--- src/rtl/uart_pkg.sv ---
// rtl/uart_pkg.sv - shared register bit indices, oversampling factor and FSM state types
package uart_pkg;
  localparam int OVERSAMPLE = 16;

  localparam int CTRL_RX_EN    = 0;
  localparam int CTRL_TX_EN    = 1;
  localparam int CTRL_RX_IE    = 2;
  localparam int CTRL_TX_IE    = 3;
  localparam int CTRL_ERR_IE   = 4;
  localparam int CTRL_LOOPBACK = 5;

  localparam int STAT_RX_AVAIL    = 0;
  localparam int STAT_TX_EMPTY    = 1;
  localparam int STAT_TX_FULL     = 2;
  localparam int STAT_RX_OVERRUN  = 3;
  localparam int STAT_FRAMING_ERR = 4;
  localparam int STAT_TX_DROP     = 5;
  localparam int STAT_TX_BUSY     = 6;

  typedef enum logic [1:0] {TX_IDLE, TX_START, TX_DATA, TX_STOP} tx_state_t;
  typedef enum logic [1:0] {RX_IDLE, RX_START, RX_DATA, RX_STOP} rx_state_t;
endpackage

--- src/rtl/uart_sync_fifo.sv ---
// rtl/uart_sync_fifo.sv - first-word fall-through synchronous FIFO, power-of-2 depth
module uart_sync_fifo #(
  parameter int WIDTH = 8,
  parameter int DEPTH = 8
) (
  input  logic                     clk,
  input  logic                     reset_n,
  input  logic                     push,
  input  logic                     pop,
  input  logic [WIDTH-1:0]         din,
  output logic [WIDTH-1:0]         dout,
  output logic                     empty,
  output logic                     full,
  output logic [$clog2(DEPTH):0]   count
);
  localparam int AW = $clog2(DEPTH);

  logic [WIDTH-1:0] mem_q [DEPTH];
  logic [AW-1:0]    wr_ptr_q, rd_ptr_q;
  logic [AW:0]      count_q;
  logic             do_push, do_pop;

  assign empty   = (count_q == '0);
  assign full    = (count_q == (AW+1)'(DEPTH));
  // A pop in the same cycle frees a slot, so a push into a full FIFO is still accepted.
  assign do_pop  = pop & ~empty;
  assign do_push = push & (~full | do_pop);
  assign dout    = mem_q[rd_ptr_q];
  assign count   = count_q;

  always_ff @(posedge clk or negedge reset_n) begin
    if (!reset_n) begin
      wr_ptr_q <= '0;
      rd_ptr_q <= '0;
      count_q  <= '0;
    end else begin
      if (do_push) wr_ptr_q <= wr_ptr_q + 1'b1;
      if (do_pop)  rd_ptr_q <= rd_ptr_q + 1'b1;
      case ({do_push, do_pop})
        2'b10:   count_q <= count_q + 1'b1;
        2'b01:   count_q <= count_q - 1'b1;
        default: count_q <= count_q;
      endcase
    end
  end

  always_ff @(posedge clk) begin
    if (do_push) mem_q[wr_ptr_q] <= din;
  end
endmodule

--- src/rtl/wb_uart_fifo.sv ---
// rtl/wb_uart_fifo.sv - FASM-bus UART: 8N1, 16x oversampled RX, baud divisor, TX/RX FIFOs, level irq
module wb_uart_fifo
  import uart_pkg::*;
#(
  parameter logic [7:0]  REG_ADDR_CTRL    = 8'hC0,
  parameter logic [7:0]  REG_ADDR_STAT    = 8'hC1,
  parameter logic [7:0]  REG_ADDR_DATA    = 8'hC2,
  parameter logic [7:0]  REG_ADDR_BAUD_LO = 8'hC3,
  parameter logic [7:0]  REG_ADDR_BAUD_HI = 8'hC4,
  parameter int          TX_FIFO_DEPTH    = 8,
  parameter int          RX_FIFO_DEPTH    = 8,
  parameter logic [15:0] DEFAULT_BAUD_DIV = 16'd53
) (
  input  logic       clk,
  input  logic       reset_n,
  input  logic       stb_i,
  input  logic       we_i,
  input  logic [7:0] adr_wr_i,
  input  logic [7:0] adr_rd_i,
  input  logic [7:0] dat_i,
  output logic [7:0] dat_o,
  output logic       ack_o,
  input  logic       UART_RXD,
  output logic       UART_TXD,
  output logic       irq
);
  logic [5:0]  ctrl_q, ctrl_d;
  logic [2:0]  err_q, err_d;  // {TX_DROP, FRAMING_ERR, RX_OVERRUN}
  logic [15:0] baud_q, baud_d, div_q, div_d, cnt_q, cnt_d;
  logic        irq_q, irq_d, baud_tick;

  logic wr_ctrl, wr_stat, wr_data, wr_blo, wr_bhi, rd_data;
  assign wr_ctrl = stb_i & we_i & (adr_wr_i == REG_ADDR_CTRL);
  assign wr_stat = stb_i & we_i & (adr_wr_i == REG_ADDR_STAT);
  assign wr_data = stb_i & we_i & (adr_wr_i == REG_ADDR_DATA);
  assign wr_blo  = stb_i & we_i & (adr_wr_i == REG_ADDR_BAUD_LO);
  assign wr_bhi  = stb_i & we_i & (adr_wr_i == REG_ADDR_BAUD_HI);
  assign rd_data = stb_i & ~we_i & (adr_rd_i == REG_ADDR_DATA);
  assign ack_o   = stb_i;

  logic [7:0] tx_dout, rx_dout;
  logic       tx_empty, tx_full, tx_pop, rx_empty, rx_full, rx_push;
  logic [$clog2(TX_FIFO_DEPTH):0] tx_count;
  logic [$clog2(RX_FIFO_DEPTH):0] rx_count;

  tx_state_t  tx_state_q, tx_state_d;
  logic [3:0] tx_tick_q, tx_tick_d;
  logic [2:0] tx_bit_q, tx_bit_d;
  logic [7:0] tx_shift_q, tx_shift_d;
  logic       tx_last;

  rx_state_t  rx_state_q, rx_state_d;
  logic [3:0] rx_tick_q, rx_tick_d;
  logic [2:0] rx_bit_q, rx_bit_d;
  logic [7:0] rx_shift_q, rx_shift_d;
  logic [1:0] sync_q;
  logic       rx_prev_q, rx_in, rx_mid, rx_last, set_ovr, set_frm;

  logic tx_drop, tx_busy, tx_empty_stat, rx_avail;
  assign tx_drop       = wr_data & tx_full & ~tx_pop;
  assign tx_busy       = (tx_state_q != TX_IDLE);
  assign tx_empty_stat = (tx_count == '0) & ~tx_busy;
  assign rx_avail      = (rx_count != '0);

  uart_sync_fifo #(.WIDTH(8), .DEPTH(TX_FIFO_DEPTH)) u_tx_fifo (
    .clk(clk), .reset_n(reset_n), .push(wr_data), .pop(tx_pop), .din(dat_i),
    .dout(tx_dout), .empty(tx_empty), .full(tx_full), .count(tx_count)
  );

  uart_sync_fifo #(.WIDTH(8), .DEPTH(RX_FIFO_DEPTH)) u_rx_fifo (
    .clk(clk), .reset_n(reset_n), .push(rx_push), .pop(rd_data & ~rx_empty), .din(rx_shift_q),
    .dout(rx_dout), .empty(rx_empty), .full(rx_full), .count(rx_count)
  );

  // A new divisor is only adopted at a reload so a running tick period is never truncated.
  assign baud_tick = (cnt_q == div_q);

  always_comb begin
    ctrl_d = wr_ctrl ? dat_i[5:0] : ctrl_q;
    err_d  = (err_q & ~(wr_stat ? dat_i[5:3] : 3'b000)) | {tx_drop, set_frm, set_ovr};
    baud_d = baud_q;
    if (wr_blo) baud_d[7:0]  = dat_i;
    if (wr_bhi) baud_d[15:8] = dat_i;
    div_d  = baud_tick ? baud_q : div_q;
    cnt_d  = (wr_blo | wr_bhi | baud_tick) ? 16'd0 : cnt_q + 16'd1;
    irq_d  = (ctrl_q[CTRL_RX_IE] & rx_avail) | (ctrl_q[CTRL_TX_IE] & tx_empty_stat) |
             (ctrl_q[CTRL_ERR_IE] & (|err_q));
  end

  assign tx_last = baud_tick & (tx_tick_q == 4'(OVERSAMPLE - 1));

  always_comb begin
    tx_state_d = tx_state_q;
    tx_tick_d  = tx_tick_q;
    tx_bit_d   = tx_bit_q;
    tx_shift_d = tx_shift_q;
    tx_pop     = 1'b0;
    if (tx_busy && baud_tick) tx_tick_d = tx_tick_q + 4'd1;
    case (tx_state_q)
      TX_IDLE: if (ctrl_q[CTRL_TX_EN] && !tx_empty) begin
        tx_state_d = TX_START;
        tx_pop     = 1'b1;
        tx_shift_d = tx_dout;
        tx_tick_d  = 4'd0;
        tx_bit_d   = 3'd0;
      end
      TX_START: if (tx_last) tx_state_d = TX_DATA;
      TX_DATA: if (tx_last) begin
        tx_shift_d = tx_shift_q >> 1;
        tx_bit_d   = tx_bit_q + 3'd1;
        if (tx_bit_q == 3'd7) tx_state_d = TX_STOP;
      end
      TX_STOP: if (tx_last) tx_state_d = TX_IDLE;
      default: tx_state_d = TX_IDLE;
    endcase
  end

  assign UART_TXD = (tx_state_q == TX_START) ? 1'b0 :
                    (tx_state_q == TX_DATA)  ? tx_shift_q[0] : 1'b1;

  assign rx_in   = sync_q[1];
  assign rx_mid  = baud_tick & (rx_tick_q == 4'(OVERSAMPLE/2 - 1));
  assign rx_last = baud_tick & (rx_tick_q == 4'(OVERSAMPLE - 1));

  always_comb begin
    rx_state_d = rx_state_q;
    rx_tick_d  = rx_tick_q;
    rx_bit_d   = rx_bit_q;
    rx_shift_d = rx_shift_q;
    rx_push    = 1'b0;
    set_ovr    = 1'b0;
    set_frm    = 1'b0;
    if (rx_state_q != RX_IDLE && baud_tick) rx_tick_d = rx_tick_q + 4'd1;
    case (rx_state_q)
      RX_IDLE: if (rx_prev_q && !rx_in) begin
        rx_state_d = RX_START;
        rx_tick_d  = 4'd0;
        rx_bit_d   = 3'd0;
      end
      RX_START: begin
        if (rx_mid && rx_in)  rx_state_d = RX_IDLE;
        else if (rx_last)     rx_state_d = RX_DATA;
      end
      RX_DATA: begin
        if (rx_mid) rx_shift_d = {rx_in, rx_shift_q[7:1]};
        if (rx_last) begin
          rx_bit_d = rx_bit_q + 3'd1;
          if (rx_bit_q == 3'd7) rx_state_d = RX_STOP;
        end
      end
      RX_STOP: if (rx_mid) begin
        // Back to IDLE at mid-stop so a back-to-back start edge is not missed.
        rx_state_d = RX_IDLE;
        if (!rx_in)       set_frm = 1'b1;
        else if (rx_full) set_ovr = 1'b1;
        else              rx_push = 1'b1;
      end
      default: rx_state_d = RX_IDLE;
    endcase
    if (!ctrl_q[CTRL_RX_EN]) begin
      rx_state_d = RX_IDLE;
      rx_push    = 1'b0;
      set_ovr    = 1'b0;
      set_frm    = 1'b0;
    end
  end

  always_ff @(posedge clk or negedge reset_n) begin
    if (!reset_n) begin
      ctrl_q     <= '0;
      err_q      <= '0;
      baud_q     <= DEFAULT_BAUD_DIV;
      div_q      <= DEFAULT_BAUD_DIV;
      cnt_q      <= '0;
      irq_q      <= 1'b0;
      tx_state_q <= TX_IDLE;
      tx_tick_q  <= '0;
      tx_bit_q   <= '0;
      tx_shift_q <= '0;
      rx_state_q <= RX_IDLE;
      rx_tick_q  <= '0;
      rx_bit_q   <= '0;
      rx_shift_q <= '0;
      sync_q     <= 2'b11;
      rx_prev_q  <= 1'b1;
    end else begin
      ctrl_q     <= ctrl_d;
      err_q      <= err_d;
      baud_q     <= baud_d;
      div_q      <= div_d;
      cnt_q      <= cnt_d;
      irq_q      <= irq_d;
      tx_state_q <= tx_state_d;
      tx_tick_q  <= tx_tick_d;
      tx_bit_q   <= tx_bit_d;
      tx_shift_q <= tx_shift_d;
      rx_state_q <= rx_state_d;
      rx_tick_q  <= rx_tick_d;
      rx_bit_q   <= rx_bit_d;
      rx_shift_q <= rx_shift_d;
      sync_q     <= {sync_q[0], ctrl_q[CTRL_LOOPBACK] ? UART_TXD : UART_RXD};
      rx_prev_q  <= rx_in;
    end
  end

  assign irq = irq_q;

  always_comb begin
    dat_o = 8'h00;
    if (adr_rd_i == REG_ADDR_CTRL)         dat_o = {2'b00, ctrl_q};
    else if (adr_rd_i == REG_ADDR_STAT)    dat_o = {1'b0, tx_busy, err_q, tx_full, tx_empty_stat, rx_avail};
    else if (adr_rd_i == REG_ADDR_DATA)    dat_o = rx_empty ? 8'h00 : rx_dout;
    else if (adr_rd_i == REG_ADDR_BAUD_LO) dat_o = baud_q[7:0];
    else if (adr_rd_i == REG_ADDR_BAUD_HI) dat_o = baud_q[15:8];
  end
endmodule

--- config.mk ---
export PLATFORM = sky130hd
export DESIGN_NAME = wb_uart_fifo
export DESIGN_NICKNAME = d
export VERILOG_FILES = /design/src/rtl/uart_pkg.sv /design/src/rtl/uart_sync_fifo.sv /design/src/rtl/wb_uart_fifo.sv
export SDC_FILE = /design/constraint.sdc
export NUM_CORES = 1
export LEC_CHECK = 0
export BUFFER_PORTS_ARGS = -buffer_cell sky130_fd_sc_hd__buf_2
export CORE_UTILIZATION = 30
export CTS_CLUSTER_SIZE = 25
export DETAILED_ROUTE_END_ITERATION = 10
export SLEW_MARGIN = 40
export SYNTH_ARGS = -nofsm -noshare
export SYNTH_HDL_FRONTEND = slang
export SYNTH_SLANG_ARGS = --single-unit
--- constraint.sdc ---
create_clock -name clk -period 8.2 [get_ports clk]
set_input_delay 0 -clock clk [delete_from_list [all_inputs] [get_ports clk]]
set_output_delay 0 -clock clk [all_outputs]
set_load 0.1 [all_outputs]
==> metrics <==
Hold WS 0.0142 ns; max_slew headroom 42.1%; placed instance count 1210; async set-reset flop share out of synthesis 47.3%; syn nets 784; Post-synth top flop edfxtp_1; Reg power frac 45.6%; worst endpoint required time 8.60 ns; nets 851; Seq cells post-synth 243; vias in the first global route 6217; largest net degree at the start of global routing 60; Clock power frac 36.8%; remaining antenna violation count 0; All-Layer GR Usage 13.0%; worst min-delay path category in -> async; Setup TNS 0 ns; port buffer count 39; R2R Setup Slk 4.63 ns; complex-gate fraction of the synthesized area 4.73%; Starting Density 30.8%; row count 68; crit share post-route 43.6%; commonest non-fill, non-tap cell in the layout edfxtp_1; largest family of logic cells by synthesized area multiplexers; initial antenna violation count 0; ratio of cells with drive above 1 in the final layout 25.2%; synth warn 0; Switching Share 27.6%; Core ar. 34800 sq um; Crit-path slowest cell nor3b_2; root buffer cell clkbuf_16; Peak Freq 0.280 GHz; Ports 40; worst-path fanout max 41; Setup crit start kind flop; Clock transition at path regs 0.06 ns; DRC errors left 0; first-pass GRT wire length 36600 um; Ant. Diodes 0; Switching Power 0.000866 W; CP Capture Type flop; H-tree Lvls 1; Post-synth EDFFs 128; Peak supply drop 155 uV; crit path kind reg -> reg; multi-input logic area 3800 sq um; combinational share of power 17.6%; crit-path max cell delay 0.54 ns; Syn-to-layout area delta 16.6%; CTS tree done; Setup Buffers After CTS 0; XOR/XNOR share of the synthesized area 3.76%; RSZ-0062 raised after global routing false; register area 6740 sq um; DR vias/cell 4.87; sequential share of the synthesized area 62.9%; Synth cell types 57; post-route insts no fill 1275; Int Pwr 0.00227 W; Post-CTS Hold Buffers 15; post-DP HPWL 15600 um; R2R cell count 13; post-synthesis adder-cell area fraction 2.64%; Static Leak 4.70 nW; Post-Syn Area 10700 sq um; most frequent cells in the layout edfxtp_1 (128), dfrtp_1 (104), nand2_1 (62); post-synthesis mux area share 14.4%; PwrDens 251 nW/um^2; TritonCTS buffer count 27; Core Util, Final 35.9%; FILL cells 3278; Min Clock Period, post-route 3.57 ns; Setup violations, final 0; crit-path cells xor2_1 > nor4_1 > nand4_1 > buf_4 > nor3b_2 > inv_1 > ha_1 > xor2_1 > ha_1 > a21oi_1 > xor2_1 > nor2_1 > xor2_1; Longest Clk Path Bufs 3; Critical Path Most Common Cell xor2_1; Worst-Margin Slew 0.869 ns; Die Area 36500 sq um; die width 191 um; simple-gate share of the synthesized area 9.53%; Gate Count Post-Synth 733; Critical Path AT 3.98 ns; reg2reg start cnt_q[0]$_DFF_PN0_; Final Hold Fails 0; grt total ovfl 0; Final Wtd Congestion 0.792; outcome complete, no violations; synthesized area per cell 14.6 sq um; chip height 191 um; via count 6212; DRT Pass-1 Iters 5; Max-cap violations 0; CTS sink cnt 243; count of pins over their slew limit 0; wire per inst 18.2 um; Iter 0 DRT Violations 447; post_cts resized 0; final clock skew 0.00762 ns; final wirelength 23200 um; RR Endpoint u_rx_fifo.count[2]$_DFFE_PN0P_; worst skew pair latency 0.53 ns
-- kinds of logic (layout without fill, tap and decap cells) --
| family | after synthesis | after routing |
|---|---|---|
| flops | 243 | 243 |
| simple gates | 195 | 195 |
| mux | 104 | 104 |
| compound gates | 69 | 69 |
| buf+inv | 54 | 141 |
| xor+xnor | 46 | 46 |
| fa+ha+maj | 22 | 22 |
-- cells in the mapped netlist, types with 4 or more instances --
library cell / instances / area share (%)
a21oi_1: 9 / 0.42
a22oi_1: 6 / 0.42
and3_1: 6 / 0.35
and4_1: 4 / 0.33
buf_2: 7 / 0.33
clkbuf_1: 18 / 0.63
dfrtp_1: 104 / 24
dfstp_2: 11 / 2.7
edfxtp_1: 128 / 36
ha_1: 21 / 2.5
inv_1: 26 / 0.91
mux2_2: 46 / 4.8
mux2_4: 8 / 1.1
mux2i_1: 18 / 1.7
mux4_2: 32 / 6.7
nand2_1: 62 / 2.2
nand2b_1: 6 / 0.35
nand3_1: 23 / 1.1
nand4_1: 6 / 0.35
nor2_1: 32 / 1.1
nor3_1: 8 / 0.37
nor3b_1: 4 / 0.28
nor4_1: 13 / 0.76
o211ai_1: 9 / 0.63
o21ai_0: 13 / 0.61
o221a_2: 8 / 0.84
o31ai_1: 8 / 0.56
or4_1: 8 / 0.56
xnor2_1: 13 / 1.1
xor2_1: 33 / 2.7
-- through the flow --
stage               area (sq um)  worst slack, ns  power [W]
global placement           11400             4.33    0.00200
detailed placement         11500             4.66    0.00201
global route               12500             4.25    0.00329
floorplan                  10700             5.30    0.00186
CTS                        12500             4.66    0.00318
finish                     12500             4.63    0.00314
-- per-layer routing --
layer / global-route usage, % / up-vias / share of wire, %
met5: 0 / - / 0
met4: 3.38 / 0 / 2.4
met3: 1.78 / 44 / 3.7
met2: 21.5 / 119 / 49
met1: 17.9 / 3137 / 45
li1: - / 2912 / -
-- worst max-delay path, delay by kind of cell, from the launching register on --
| kind | cells | cell delay [ns] |
|---|---|---|
| AND/OR/NAND/NOR | 4 | 1.25 |
| XOR/XNOR | 4 | 0.64 |
| buffers and inverters | 2 | 0.50 |
| adder cells (fa/ha/maj) | 2 | 0.47 |
| flip-flops | 1 | 0.44 |
| AO/OA/AOI/OAI | 1 | 0.14 |
-- cell type report --
class                   instances  share of cell area, %
inverters                      26                  0.781
repair buffers                 66                   3.60
clock inverters                10                  0.811
multi-input cells             436                   30.4
flip-flops and latches        243                   53.9
clock buffers                  39                   5.93
well taps                     455                   4.56
-- registers in the layout, summed over array words and instances, names as in the netlist, 3 cells and up --
signal              count
u_tx_fifo.count         4
tx_bit_q                3
cnt_q                  16
rx_tick_q               4
u_tx_fifo.rd_ptr_q      3
tx_shift_q              8
div_q                  16
u_tx_fifo.mem_q        64
baud_q                 16
u_rx_fifo.rd_ptr_q      3
rx_bit_q                3
u_rx_fifo.mem_q        64
u_rx_fifo.count         4
rx_shift_q              8
u_tx_fifo.wr_ptr_q      3
err_q                   3
ctrl_q                  6
tx_tick_q               4
u_rx_fifo.wr_ptr_q      3
-- power by group through the flow --
| stage | registers, W | clock network [W] | logic, W |
|---|---|---|---|
| 5_1_grt | 0.00144 | 0.00124 | 0.000610 |
| 4_1_cts | 0.00143 | 0.00119 | 0.000562 |
| 3_3_place_gp | 0.00145 | 0 | 0.000548 |
| 3_5_place_dp | 0.00145 | 0 | 0.000554 |
| 6_report | 0.00143 | 0.00116 | 0.000552 |
| 2_1_floorplan | 0.00143 | 0 | 0.000420 |
-- worst max-delay path by stage --
stage	from	to	slack (ns)	cells past startpoint
floorplan	div_q[5]$_DFFE_PN1N_	u_rx_fifo.mem_q[4][0]$_DFFE_PP_	5.30	6
global placement	cnt_q[0]$_DFF_PN0_	u_rx_fifo.count[2]$_DFFE_PN0P_	4.33	13
detailed placement	cnt_q[0]$_DFF_PN0_	u_rx_fifo.count[2]$_DFFE_PN0P_	4.66	13
CTS	cnt_q[0]$_DFF_PN0_	u_rx_fifo.count[2]$_DFFE_PN0P_	4.66	13
global route	cnt_q[8]$_DFF_PN0_	u_rx_fifo.count[2]$_DFFE_PN0P_	4.25	13
finish	cnt_q[0]$_DFF_PN0_	u_rx_fifo.count[2]$_DFFE_PN0P_	4.63	13
Power figures use the tool's default switching activity.
